`src/rtl/rr_distr_lock_if.sv`:
```
// Stream bundle for rr_distr_lock: one producer-side stream in, NumOut consumer-side streams out.
// Signal names are from the distributor's point of view; the producer/consumer bench side uses the master modport.
interface rr_distr_lock_if #(
    parameter int unsigned NumOut    = 4,
    parameter int unsigned DataWidth = 32
);
    logic                                req_i;
    logic                                gnt_o;
    logic [DataWidth-1:0]                data_i;
    logic [NumOut-1:0]                   req_o;
    logic [NumOut-1:0]                   gnt_i;
    logic [NumOut-1:0][DataWidth-1:0]    data_o;

    modport master (
        output req_i, data_i, gnt_i,
        input  gnt_o, req_o, data_o
    );

    modport slave (
        input  req_i, data_i, gnt_i,
        output gnt_o, req_o, data_o
    );
endinterface

```
`src/rtl/rr_distr_lock.sv`:
```
// Round-robin stream distributor with pointer hold, flush and selection lock-in.
// Optional macro RR_DISTR_ASSERT_EN compiles in protocol assertions.
module rr_distr_lock #(
    parameter int unsigned NumOut    = 4,
    parameter int unsigned DataWidth = 32,
    parameter int unsigned AxiVldRdy = 1,
    parameter int unsigned LockIn    = 1,
    localparam int unsigned IdxWidth = (NumOut > 1) ? $clog2(NumOut) : 1
) (
    input  logic                clk_i,
    input  logic                rst_i,
    input  logic                flush_i,
    input  logic                lock_rr_i,
    rr_distr_lock_if.slave      dist_if,
    output logic [IdxWidth-1:0] idx_o
);
    localparam bit                  LockEn  = (AxiVldRdy == 0) && (LockIn != 0);
    localparam logic [IdxWidth-1:0] LastIdx = IdxWidth'(NumOut - 1);

    logic [IdxWidth-1:0] rr_q, rr_d;
    logic [IdxWidth-1:0] sel_q, sel_d;
    logic                lock_q, lock_d;
    logic [IdxWidth-1:0] sel, sel_scan, k_idx;
    logic                scan_hit;
    logic                hs;

    // Non-AXI mode: first granting output at or after the pointer, circularly.
    always_comb begin
        sel_scan = rr_q;
        scan_hit = 1'b0;
        k_idx    = '0;
        for (int unsigned o = 0; o < NumOut; o++) begin
            int unsigned k;
            k = 32'(rr_q) + o;
            if (k >= NumOut) begin
                k = k - NumOut;
            end
            k_idx = IdxWidth'(k);
            if (!scan_hit && dist_if.gnt_i[k_idx]) begin
                sel_scan = k_idx;
                scan_hit = 1'b1;
            end
        end
    end

    always_comb begin
        if (AxiVldRdy != 0) begin
            sel = rr_q;
        end else if (LockEn && lock_q) begin
            sel = sel_q;
        end else begin
            sel = sel_scan;
        end
    end

    always_comb begin
        dist_if.req_o      = '0;
        dist_if.req_o[sel] = dist_if.req_i;
    end

    assign dist_if.gnt_o  = dist_if.gnt_i[sel];
    assign dist_if.data_o = {NumOut{dist_if.data_i}};
    assign idx_o          = sel;
    assign hs             = dist_if.req_i & dist_if.gnt_o;

    always_comb begin
        rr_d   = rr_q;
        lock_d = lock_q;
        sel_d  = sel_q;
        if (flush_i) begin
            rr_d   = '0;
            lock_d = 1'b0;
            sel_d  = '0;
        end else if (hs) begin
            if (!lock_rr_i) begin
                rr_d = (sel == LastIdx) ? '0 : sel + 1'b1;
            end
            lock_d = 1'b0;
        end else if (LockEn && dist_if.req_i) begin
            lock_d = 1'b1;
            sel_d  = sel;
        end
    end

    always_ff @(posedge clk_i) begin
        if (rst_i) begin
            rr_q   <= '0;
            lock_q <= 1'b0;
            sel_q  <= '0;
        end else begin
            rr_q   <= rr_d;
            lock_q <= lock_d;
            sel_q  <= sel_d;
        end
    end

`ifdef RR_DISTR_ASSERT_EN
    if (NumOut < 1) begin : g_numout_chk
        $error("rr_distr_lock: NumOut must be at least 1");
    end

    a_onehot: assert property (@(posedge clk_i) disable iff (rst_i)
        $onehot0(dist_if.req_o));

    a_req_sel: assert property (@(posedge clk_i) disable iff (rst_i)
        dist_if.req_o[idx_o] == dist_if.req_i);

    a_in_stable: assert property (@(posedge clk_i) disable iff (rst_i)
        dist_if.req_i && !dist_if.gnt_o |=> dist_if.req_i && $stable(dist_if.data_i));

    // Only AXI mode and lock-in mode promise a fixed target while stalled.
    if ((AxiVldRdy != 0) || (LockIn != 0)) begin : g_stable_chk
        a_idx_stable: assert property (@(posedge clk_i) disable iff (rst_i || flush_i)
            dist_if.req_i && !dist_if.gnt_o |=> $stable(idx_o));
    end
`endif
endmodule
```
`src/flat_wrapper.sv`:
```
// flat-port wrapper written by rule: the top's interface ports become plain ports
module rr_distr_lock_flat 
#(
    parameter int unsigned NumOut    = 4,
    parameter int unsigned DataWidth = 32,
    parameter int unsigned AxiVldRdy = 1,
    parameter int unsigned LockIn    = 1,
    localparam int unsigned IdxWidth = (NumOut > 1) ? $clog2(NumOut) : 1
)
  (clk_i, rst_i, flush_i, lock_rr_i, idx_o, dist_if_req_i, dist_if_data_i, dist_if_gnt_i, dist_if_gnt_o, dist_if_req_o, dist_if_data_o);
  rr_distr_lock_if #(.NumOut(NumOut), .DataWidth(DataWidth)) dist_if_i ();
  input  logic clk_i;
  input  logic rst_i;
  input  logic flush_i;
  input  logic lock_rr_i;
  output logic [IdxWidth-1:0] idx_o;
  input wire logic [$bits(dist_if_i.req_i)-1:0] dist_if_req_i;
  input wire logic [$bits(dist_if_i.data_i)-1:0] dist_if_data_i;
  input wire logic [$bits(dist_if_i.gnt_i)-1:0] dist_if_gnt_i;
  output wire logic [$bits(dist_if_i.gnt_o)-1:0] dist_if_gnt_o;
  output wire logic [$bits(dist_if_i.req_o)-1:0] dist_if_req_o;
  output wire logic [$bits(dist_if_i.data_o)-1:0] dist_if_data_o;
  assign dist_if_i.req_i = dist_if_req_i;
  assign dist_if_i.data_i = dist_if_data_i;
  assign dist_if_i.gnt_i = dist_if_gnt_i;
  assign dist_if_gnt_o = dist_if_i.gnt_o;
  assign dist_if_req_o = dist_if_i.req_o;
  assign dist_if_data_o = dist_if_i.data_o;
  rr_distr_lock #(.NumOut(NumOut), .DataWidth(DataWidth), .AxiVldRdy(AxiVldRdy), .LockIn(LockIn)) u_core (.clk_i(clk_i), .rst_i(rst_i), .flush_i(flush_i), .lock_rr_i(lock_rr_i), .dist_if(dist_if_i), .idx_o(idx_o));
endmodule
```
`config.mk`:
```
export PLATFORM = sky130hd
export DESIGN_NAME = rr_distr_lock_flat
export DESIGN_NICKNAME = d
export VERILOG_FILES = /design/src/rtl/rr_distr_lock_if.sv /design/src/rtl/rr_distr_lock.sv /design/src/flat_wrapper.sv
export SDC_FILE = /design/constraint.sdc
export NUM_CORES = 1
export LEC_CHECK = 0
export BUFFER_PORTS_ARGS = -buffer_cell sky130_fd_sc_hd__buf_2
export CAP_MARGIN = 20
export CORE_MARGIN = 3
export CORE_UTILIZATION = 30
export DETAILED_ROUTE_END_ITERATION = 8
export PLACE_DENSITY = 0.91
export SLEW_MARGIN = 10
export SYNTH_ARGS = -nofsm -noshare
export SYNTH_HDL_FRONTEND = slang
export SYNTH_SLANG_ARGS = --single-unit
export TNS_END_PERCENT = 1
```
`constraint.sdc`:
```
create_clock -name clk_i -period 1.8 [get_ports clk_i]
set_clock_uncertainty 0.15 [all_clocks]
set_input_delay 0.54 -clock clk_i [delete_from_list [all_inputs] [get_ports clk_i]]
set_output_delay 0.54 -clock clk_i [all_outputs]
set_load 0.01 [all_outputs]
```
-- After elaboration in Yosys (flattened, before gate mapping)
Index checks and enable logic that the tools add are counted.
- bitwise logic cells: 3
- add/sub/neg operators: 1
- eq/ne operators: 1
- multiplexer cells: 5
- magnitude comparators: 2
- reductions and logical operators: 3
- operator list (cell ; count):
    $and 4x4->4 ; 1
    $lt 2x3->1 const B ; 1
    $add 2x1->2 const B ; 1
    $bmux 1 s2 ; 1
    $demux 1 s2 ; 1
    $eq 2x2->1 const B ; 1
    $ge 2x1->1 const B ; 1
    $mux 1 ; 2
    $mux 2 ; 1
    $reduce_and 2->1 ; 1
    $reduce_or 2->1 ; 1
    $and 1x1->1 ; 1
    $logic_and 1x1->1 ; 1
    $not 1->1 ; 1
- bits in registers: 2
- word-level logic and storage cells: 16
- bits of input ports: 41
- output and inout port bits: 135

-- Longest topological paths before layout
Gate-level depths: netlist (run 1).
- depth after elaboration: 5
- mapped depth: 4
- mapped depth without buffers: 4

-- Least setup slack after synthesis (run 1)
OpenSTA, ideal clock, no wires.
- kind: register -> output
- start: register u_core.rr_q[0], in the netlist u_core.idx_o[0]
- end: output dist_if_gnt_o
- buffers on the path: 0
- cell stages (with the launch flop): 4
- required time: 1110 ps
- data arrival time: 978 ps
- path slack: 132 ps
- cells stage by stage: dfxtp_1 -> mux2_4 -> nor2_1 -> a21oi_1
- word-level cells in the longest chain between the ends: 2
- RTL lines (element ; RTL line ; source):
    from (decl) ; rr_distr_lock.sv:20 ; logic [IdxWidth-1:0] rr_q, rr_d;
    from (signal assigned) ; rr_distr_lock.sv:91 ; rr_q <= rr_d;
    $bmux 1 s2 ; rr_distr_lock.sv:61 ; assign dist_if.gnt_o = dist_if.gnt_i[sel];
    $mux 1 (implied by the code) ; rr_distr_lock.sv:61 ;
    to (decl) ; flat_wrapper.sv:20 ; output wire logic [$bits(dist_if_i.gnt_o)-1:0] dist_if_gnt_o;
Every way passes these cells. The select of a mux whose other input is x is not followed.

-- Worst setup path after layout (run 1)
- start: input dist_if_gnt_i[1]
- end: output dist_if_gnt_o
- word-level cells in the longest chain between the ends: 2
- RTL lines (element ; RTL line ; source):
    from (decl) ; flat_wrapper.sv:19 ; input wire logic [$bits(dist_if_i.gnt_i)-1:0] dist_if_gnt_i;
    $bmux 1 s2 ; rr_distr_lock.sv:61 ;
    $mux 1 (implied by the code) ; rr_distr_lock.sv:61 ;
Every way passes these cells. The select of a mux whose other input is x is not followed.

==> reports/metrics.yaml, run 1 <==
cells_and_area:
  fin_util_pct: 12.3
  antennaDiodeCount: 0
  area_delta_synth_final_pct: -61.3
  final_common_cell: "buf_2"
  nets: 96
  largest_reg_flops: 2
  fin_cells: 97
  layout_common_cells: "14 x buf_2, 4 x and2_1, 4 x nand2_1, 4 x buf_4"
  drive_above_1_share_pct: 61.2
power_and_ir_drop:
  irDropWorstVdd_mv: 0.101
  fin_total_pwr_mw: 0.257
  power.leakage_nw: 0.216
  powerDensity_nw_per_um2: 552
clock_tree:
  numCtsBuffers: 3
  clkTransAtPathRegs_ns: 0.03
  cts_num_sinks: 2
  ctsHtreeMaxLevel: 1
  clk_path_buf_depth: 2
  cts_tree: "done"
  clk_latency_ns: 0.21
  hold_buffers: 0
  cts_setup_buffers: 0
  clock_tree.root_cell: "clkbuf_8"
route:
  wl_met2_um: 640
  drt_iter0_markers: 9
  routed_wl_um: 1370
  routed.top_layer: "met4"
  routed-wl-met3_um: 440
  ant_nets: 0
  dr.pass1.iters: 4
  wl_per_cell_um: 14.1
  drcViolationCount: 0
  vias: 350
  vias_per_cell: 3.61
  wl_met1_um: 236
sta:
  clock.fmax_mhz: 541
  post-route-period-util_pct: 103
  worst_pin_slew_ns: 0.250
  period_needed_ns: 1.85
  rsz0062_at_grt: "yes"
  slew-limit-headroom_pct: 82.8
  setup-violations-final: 2
  setup_ws_ns: -0.0482
  final_max_slew_viol_count: 0
  hold_violations: 0
worst_hold_path:
  min_path_type: "input port to register"
setup_path:
  critPathMaxStageDelay_ns: 0.26
  cp.required_ns: 1.11
  crit_path_frequent_cell: "buf_2"
  cp_max_fo: 2
  critPathLaunchType: "input port"
  cp_num_buf_inv: 2
  crit_arrival_ns: 1.16
  endpoint_kind: "output port"
  slowest_stage: "mux2_4"
  worstSetupPathType: "input port to output port"
  cpLargestDelayFamily: "multiplexers"
  cp_cell_sequence: "buf_2, mux2_4, nor2_2, a21oi_1, buf_2"
die:
  coreArea_um2: 3770
  num_rows: 22
  start_util_pct: 31.9
  dieWidth_um: 69.3
  io_pins: 176
  fp.dieH_um: 69.3
  dieArea_um2: 4800
yosys:
  syn_area_um2: 1200
  syn_area_per_cell_um2: 7.75
  ys_seq_area_share_pct: 3.33
  syn_nets: 200
  synth_cells: 155
  synth_warnings: 0
  ys_types: 13
  ys_ff_latch: 2
placement:
  place_ws_ns: -0.0726
  port_buffers: 15
  dp_cells: 94
  hpwl_um: 1140
  globalplace.congestion: 0.661
global_route:
  grt_pass1_wl_um: 2100
  grt_usage_pct: 5.53
  grt_pass1_vias: 402
  grt-ovfl-total: 0
  antenna_found_initial: 0
  grt_max_degree: 7
flow_run:
  max_cap_violations: 0
outcome:
  violations: "setup timing"
  status: "finished, violations left"
## final cells by class
class                   instances  area, um2
fillers                       426       3310
repair buffers                 19        111
multi-input cells              23        198
clock buffers                   3       41.3
well taps                      48       60.1
flip-flops and latches          2       47.5
inverters                       2       7.51
## where the power goes
part / switching (mW) / total [mW] / internal, mW
Clock: 0.0337 / 0.175 / 0.141
Combinational: 0.0154 / 0.0381 / 0.0227
Sequential: 0.00120 / 0.0440 / 0.0428
## path summary, 6_finish.rpt
check        slack [ns]               to  depth (start not counted)        startpoint
max               -0.05    dist_if_gnt_o                          5  dist_if_gnt_i[1]
min                0.47  u_core.idx_o[0]                          4             rst_i
max reg2reg        0.40  u_core.idx_o[1]                          4   u_core.idx_o[0]
min reg2reg        0.50  u_core.idx_o[0]                          3   u_core.idx_o[0]
## cell families after synthesis
kind of cell / count (synthesis) / synth area share [%]
flops: 2 / 3.33
buf+inv: 130 / 80.6
fa+ha+maj: 4 / 4.17
compound gates: 2 / 1.67
mux: 4 / 3.75
simple gates: 13 / 6.46
## cell usage after synthesis (all sizes together)
cell,n,area (um2)
mux2i,3,30.0
and2,4,25.0
a21oi,1,5.00
nor2,3,11.3
ha,4,50.1
a2bb2oi,1,15.0
inv,2,7.51
dfxtp,2,40.0
nand2,4,15.0
nand3b,1,7.51
mux2,1,15.0
buf,128,961
nor3b,1,18.8
## what timing repair did
| item | CTS | global route |
|---|---|---|
| resized for setup | 6 | 2 |
| pin swaps | 0 | 0 |
| endpoints found under the setup margin | 5 | 5 |
## through the flow
stage               hold slack, ns  setup TNS (ns)  instance area (um2)
floorplan                    0.431               0                 1200
global placement             0.501         -0.0494                  405
finish                       0.466         -0.0809                  465
detailed placement           0.519         -0.0726                  405
global route                 0.509          -0.288                  465
CTS                          0.469          -0.107                  463
## worst register-to-register path: stages (launching register included)
cell       delay, ns
dfxtp_4         0.37
mux2_4          0.31
buf_4           0.13
a2bb2oi_2       0.17
mux2i_1         0.19
## metal layers
layer | global-route usage, % | vias up
met5 | 0 | -
met4 | 5.86 | 0
met3 | 6.81 | 13
met2 | 8.37 | 73
met1 | 2.76 | 131
li1 | - | 133
(Power assumes the default switching activity.)
==> inputs of run 2 (changes only) <==
- CORE_MARGIN: 3 -> 4
- CTS_CLUSTER_DIAMETER: not set -> 40
- clock period: 1.8 -> 2.1 ns (I/O delays scaled with it)
==> reports/metrics.yaml, run 2 (same netlist as run 1, synthesis figures left out) <==
setup_path:
  crit_arrival_ns: 1.27  # +0.11 ns
  cp_num_buf_inv: 2  # unchanged
  critPathMaxStageDelay_ns: 0.27  # about the same
  timing.rr.end: "u_core.idx_o[1]"
  endpoint_kind: "output port"
  reg2reg_from: "u_core.idx_o[0]"
  worstSetupEndpoint: "dist_if_gnt_o"
  critPathLaunch: "dist_if_gnt_i[0]"
  cp.required_ns: 1.32  # +0.21 ns
  cpLargestDelayFamily: "multiplexers"
  slowest_stage: "mux2_4"
  rrSetupSlack_ns: 0.74  # +0.34 ns
  cp_max_fo: 2  # unchanged
  crit_path_frequent_cell: "buf_2"
  rr_worst_depth: 3  # -1
  worstSetupPathType: "input port to output port"
  critPathLaunchType: "input port"
  cp_cell_sequence: "buf_2, mux2_4, nor2_1, a21oi_1, buf_2"
  cp.depth: 5  # unchanged
placement:
  globalplace.congestion: 0.732  # +11%
  port_buffers: 15  # unchanged
  hpwl_um: 1220  # +6.6%
  place_ws_ns: 0.0463  # +0.119 ns
  dp_cells: 91  # -3.2%
power_and_ir_drop:
  powerDensity_nw_per_um2: 511  # -7.4%
  power.leakage_nw: 0.200  # -7.6%
  fin_total_pwr_mw: 0.218  # -15%
  irDropWorstVdd_mv: 0.125  # +24%
clock_tree:
  clock_tree.root_cell: "clkbuf_8"
  clkTransAtPathRegs_ns: 0.03  # about the same
  clk_path_buf_depth: 2  # unchanged
  numCtsBuffers: 3  # unchanged
  clk_latency_ns: 0.21  # about the same
  ctsHtreeMaxLevel: 1  # unchanged
  cts_tree: "done"
  cts_num_sinks: 2  # unchanged
global_route:
  grt_max_degree: 9  # +2
  grt_pass1_vias: 337  # -16%
  grt_usage_pct: 4.99  # -0.54 points
  antenna_found_initial: 0  # unchanged
  grt-ovfl-total: 0  # unchanged
  grt_pass1_wl_um: 1950  # -6.9%
sta:
  finalSetupTns_ns: 0  # +0.0809 ns
  worst_pin_slew_ns: 0.258  # +0.00800 ns
  hold_violations: 0  # unchanged
  rsz0062_at_grt: "no"
  post-route-period-util_pct: 97.6
  setup-violations-final: 0  # -2
  period_needed_ns: 2.05
  setup_ws_ns: 0.0506  # +0.0988 ns
  clock.fmax_mhz: 488
  slew-limit-headroom_pct: 82.3  # -0.55 points
  hold-worst-slack_ns: 0.387  # -0.0789 ns
  final_max_slew_viol_count: 0  # unchanged
flow_run:
  max_cap_violations: 0  # unchanged
route:
  vias_per_cell: 3.45  # -4.5%
  wl_per_cell_um: 14.9  # +5.6%
  drcViolationCount: 0  # unchanged
  vias: 324  # -7.4%
  ant_nets: 0  # unchanged
  drt_iter0_markers: 3  # -6
  routed_wl_um: 1400  # +2.3%
  dr.pass1.iters: 2  # -2
worst_hold_path:
  min_path_type: "register to register"
outcome:
  status: "finished clean"
cells_and_area:
  area_delta_synth_final_pct: -64.6
  drive_above_1_share_pct: 50.0  # -11 points
  final_common_cell: "buf_2"
  fin_cells: 94  # -3.1%
  nets: 93  # -3.1%
  layout_common_cells: "15 x buf_2, 4 x and2_1, 4 x nand2_1, 4 x ha_1"
  largest_reg_flops: 2  # unchanged
  antennaDiodeCount: 0  # unchanged
die:
  fp.dieH_um: 71.3  # +2.9%
  num_rows: 22  # unchanged
  coreArea_um2: 3770  # unchanged
  io_pins: 176  # unchanged
  start_util_pct: 31.9  # unchanged
  dieArea_um2: 5080  # +5.9%
  dieWidth_um: 71.3  # +2.9%
-- run 2: cell types whose count changed in the layout (fill, tap and decap cells not counted), sizes merged --
cell / delta
buf: -3
-- run 2: how the worst min path moves through the flow --
stage                      endpoint  slack [ns]       startpoint  cells after the start
finish              u_core.idx_o[0]        0.39  u_core.idx_o[0]                      2
global route        u_core.idx_o[0]        0.41  u_core.idx_o[0]                      2
CTS                 u_core.idx_o[0]        0.39  u_core.idx_o[0]                      2
detailed placement  u_core.idx_o[0]        0.46  u_core.idx_o[0]                      2
global placement    u_core.idx_o[0]        0.43  u_core.idx_o[0]                      2
floorplan           u_core.idx_o[0]        0.43  u_core.idx_o[0]                      2
-- run 2: area by class of cell --
class | count | area, um2
multi-input combinational | 23 | 193
tap | 48 | 60.1
timing repair buffer | 16 | 82.6
inverter | 2 | 7.51
clock buffer | 3 | 41.3
fill | 431 | 3350
sequential | 2 | 41.3
-- run 2: where the power goes --
group	internal, mW	switching (mW)	total [mW]	leakage [nW]
clock network	0.121	0.0279	0.149	0.0216
logic	0.0162	0.0122	0.0284	0.162
registers	0.0390	0.00128	0.0402	0.0166
total	0.176	0.0414	0.218	0.200
-- run 2: through the flow --
step           instance area [um2]  util (%)
4_1_cts                        425      11.3
3_5_place_dp                   383      10.2
3_3_place_gp                   383      10.2
5_1_grt                        425      11.3
2_1_floorplan                 1200         -
6_report                       425      11.3
-- run 2: timing repair --
item                       CTS  global route
hold buffers                 0             0
setup endpoints to repair    1             0
setup buffers                0             0
gates resized for setup      1             0
-- run 2: layer usage --
metal | track usage [%] | share of wire, %
met5 | 0 | 0
met4 | 4.38 | 3.9
met3 | 7.15 | 35
met2 | 8.16 | 48
met1 | 1.76 | 14
-- run 2: worst min-delay path: cells and delay by family, from the launching register on --
| kind | cells | cell delay, ns |
|---|---|---|
| flip-flops | 1 | 0.36 |
| AND/OR/NAND/NOR | 1 | 0.07 |
| multiplexers | 1 | 0.06 |
==> inputs of run 3 (changes only) <==
- ABC_AREA: not set -> 1
- CORE_UTILIZATION: 30 -> 31
- PLACE_DENSITY: 0.91 -> 0.93
==> reports/metrics.yaml, run 3 <==
outcome:
  status: "finished clean"
yosys:
  syn_nets: 209  # +4.5%
  syn_area_per_cell_um2: 7.39  # -4.7%
  synth_commonest_cells: "128 x buf_4, 11 x nand2_1, 6 x inv_1"
  syn_area_um2: 1210  # +0.83%
  ys_async_sr_fraction_pct: 0  # unchanged
  ys_types: 12  # -1
  netlist.area_leader.share_pct: 79.3  # -0.66 points
  synth_top_area_cell: "buf_4"
  synth.area.top_cells: "buf_4 79%, ha_1 4.1%, nand2_1 3.4%"
  ys_seq_area_share_pct: 3.31  # -0.028 points
  ys_ff_latch: 2  # unchanged
  synth_flop_cell: "dfxtp_1"
  synth_most_common_cell: "buf_4"
  synth_edf_count: 0  # unchanged
  synth_warnings: 0  # unchanged
  synth_cells: 164  # +5.8%
cells_and_area:
  antennaDiodeCount: 0  # unchanged
  area_delta_synth_final_pct: -64.7
  final_common_cell: "buf_2"
  largest_reg_flops: 2  # unchanged
  drive_above_1_share_pct: 51.9  # +1.9 points
  nets: 101  # +8.6%
  layout_common_cells: "15 x buf_2, 11 x nand2_1, 6 x inv_1"
  fin_util_pct: 11.5  # +0.23 points
  fill_cells: 429  # -0.46%
placement:
  port_buffers: 15  # unchanged
  hpwl_um: 1020  # -16%
  globalplace.congestion: 0.696  # -4.9%
sta:
  finalSetupTns_ns: 0  # unchanged
  post-route-period-util_pct: 93.5  # -4.1 points
  final_max_slew_viol_count: 0  # unchanged
  period_needed_ns: 1.96  # -0.0853 ns
  worst_pin_slew_ns: 0.218  # -0.0402 ns
  clock.fmax_mhz: 509  # +4.3%
  hold_violations: 0  # unchanged
  setup-violations-final: 0  # unchanged
  slew-limit-headroom_pct: 85.5  # +3.2 points
  rsz0062_at_grt: "no"
global_route:
  grt-ovfl-total: 0  # unchanged
  grt_max_degree: 8  # -1
  grt_pass1_wl_um: 2010  # +3.2%
  grt_pass1_vias: 413  # +23%
  antenna_found_initial: 0  # unchanged
  grt_usage_pct: 5.14  # +0.15 points
route:
  vias: 357  # +10%
  drt_iter0_markers: 4  # +1
  vias_per_cell: 3.50  # +1.5%
  wl_per_cell_um: 12.2  # -18%
  dr.pass1.iters: 2  # unchanged
  drcViolationCount: 0  # unchanged
  routed_wl_um: 1240  # -11%
  ant_nets: 0  # unchanged
setup_path:
  rrSetupSlack_ns: 0.82  # +0.08 ns
  cp.required_ns: 1.32  # about the same
  endpoint_kind: "output port"
  critPathLaunchType: "register"
  crit_arrival_ns: 1.18  # -0.09 ns
  worstSetupPathType: "register to output port"
  cp_max_fo: 5  # +3
power_and_ir_drop:
  switchingPower_mw: 0.0493  # +19%
  irDropWorstVdd_mv: 0.187  # +49%
  powerDensity_nw_per_um2: 528  # +3.3%
  seqPwrFrac_pct: 18.2  # -0.3 points
  clkPwrFrac_pct: 66.2  # -2.3 points
  comb_power_share_pct: 15.6  # +2.5 points
  power.leakage_nw: 0.245  # +23%
  swShare_pct: 21.8  # +2.8 points
  p_int_mw: 0.177  # +0.30%
worst_hold_path:
  min_path_type: "register to register"
flow_run:
  max_cap_violations: 0  # unchanged
clock_tree:
  cts_tree: "done"
  clock_tree.root_cell: "clkbuf_8"
  clk_latency_ns: 0.21  # about the same
  hold_buffers: 0  # unchanged
  cts_num_sinks: 2  # unchanged
  numCtsBuffers: 3  # unchanged
  clk_path_buf_depth: 2  # unchanged
  ctsHtreeMaxLevel: 1  # unchanged
  clkTransAtPathRegs_ns: 0.03  # about the same
die:
  start_util_pct: 32.6  # +0.74 points
  dieArea_um2: 4970  # -2.1%
  io_pins: 176  # unchanged
  coreArea_um2: 3720  # -1.5%
  fp.dieH_um: 70.5  # -1.1%
  dieWidth_um: 70.5  # -1.1%
  num_rows: 22  # unchanged
## run 3: changes by cell type in the layout (fill, tap and decap cells not counted), moves of 3 or more
cell / change
nor2_2: +3
nand2_1: +7
nand3_2: +3
and2_1: -3
mux2i_1: -3
inv_1: +4
## run 3: logic make-up after synthesis
group                    Yosys count  share of synthesized area [%]
adder cells (fa/ha/maj)            4                           4.13
buffers and inverters            135                           81.5
flip-flops                         2                           3.31
AND/OR/NAND/NOR                   23                           11.1
## run 3: timing repair
action,in CTS,in global routing
setup endpoints to repair,0,1
gates resized for setup,0,1
setup buffers,0,0
## run 3: power groups by stage
stage               clock network (mW)  logic, mW  registers [mW]
detailed placement                   0     0.0357          0.0416
global route                     0.161     0.0409          0.0415
global placement                     0     0.0353          0.0416
CTS                              0.154     0.0359          0.0412
floorplan                            0      0.269          0.0417
finish                           0.150     0.0353          0.0412
## run 3: critical path, stage by stage (launching register included)
cell,delay (ns)
dfxtp_1,0.42
inv_1,0.13
ha_1,0.20
nand2_1,0.06
inv_1,0.03
buf_2,0.13
## run 3: stage by stage
| stage | area [um2] | instances | hold slack, ns | setup slack, ns | power, mW |
|---|---|---|---|---|---|
| final | 428 | 102 | 0.477 | 0.136 | 0.226 |
| after floorplan | 1210 | 164 | 0.505 | 0.366 | 0.311 |
| after CTS | 427 | 102 | 0.537 | 0.0964 | 0.231 |
| after global placement | 385 | 99 | 0.518 | 0.145 | 0.0769 |
| after detailed placement | 385 | 99 | 0.532 | 0.142 | 0.0773 |
| after global routing | 428 | 102 | 0.538 | 0.0572 | 0.243 |
## run 3: path summary, 6_finish.rpt
path / cells after the start / endpoint / from
max: 5 / dist_if_req_o[1] / u_core.idx_o[1]
min: 3 / u_core.idx_o[0] / u_core.idx_o[0]
max reg2reg: 4 / u_core.idx_o[1] / u_core.idx_o[1]
min reg2reg: 3 / u_core.idx_o[0] / u_core.idx_o[0]
## run 3: cell type report
| class | count | area [um2] | area share, % |
|---|---|---|---|
| inverters | 7 | 26.3 | 6.14 |
| clock buffers | 3 | 41.3 | 9.65 |
| flip-flops and latches | 2 | 41.3 | 9.65 |
| multi-input cells | 27 | 184 | 43.0 |
| well taps | 48 | 60.1 | 14.0 |
| repair buffers | 15 | 75.1 | 17.5 |
## run 3: per-layer routing
metal  part of all wire, %  wire, um  GRT usage, %  vias to the layer above
met3                    28       347          5.47                       32
met4                    12       147          7.45                        0
li1                      -         -             -                      141
met1                    18       226          3.06                      113
met5                     0         0             0                        -
met2                    42       520          6.86                       71
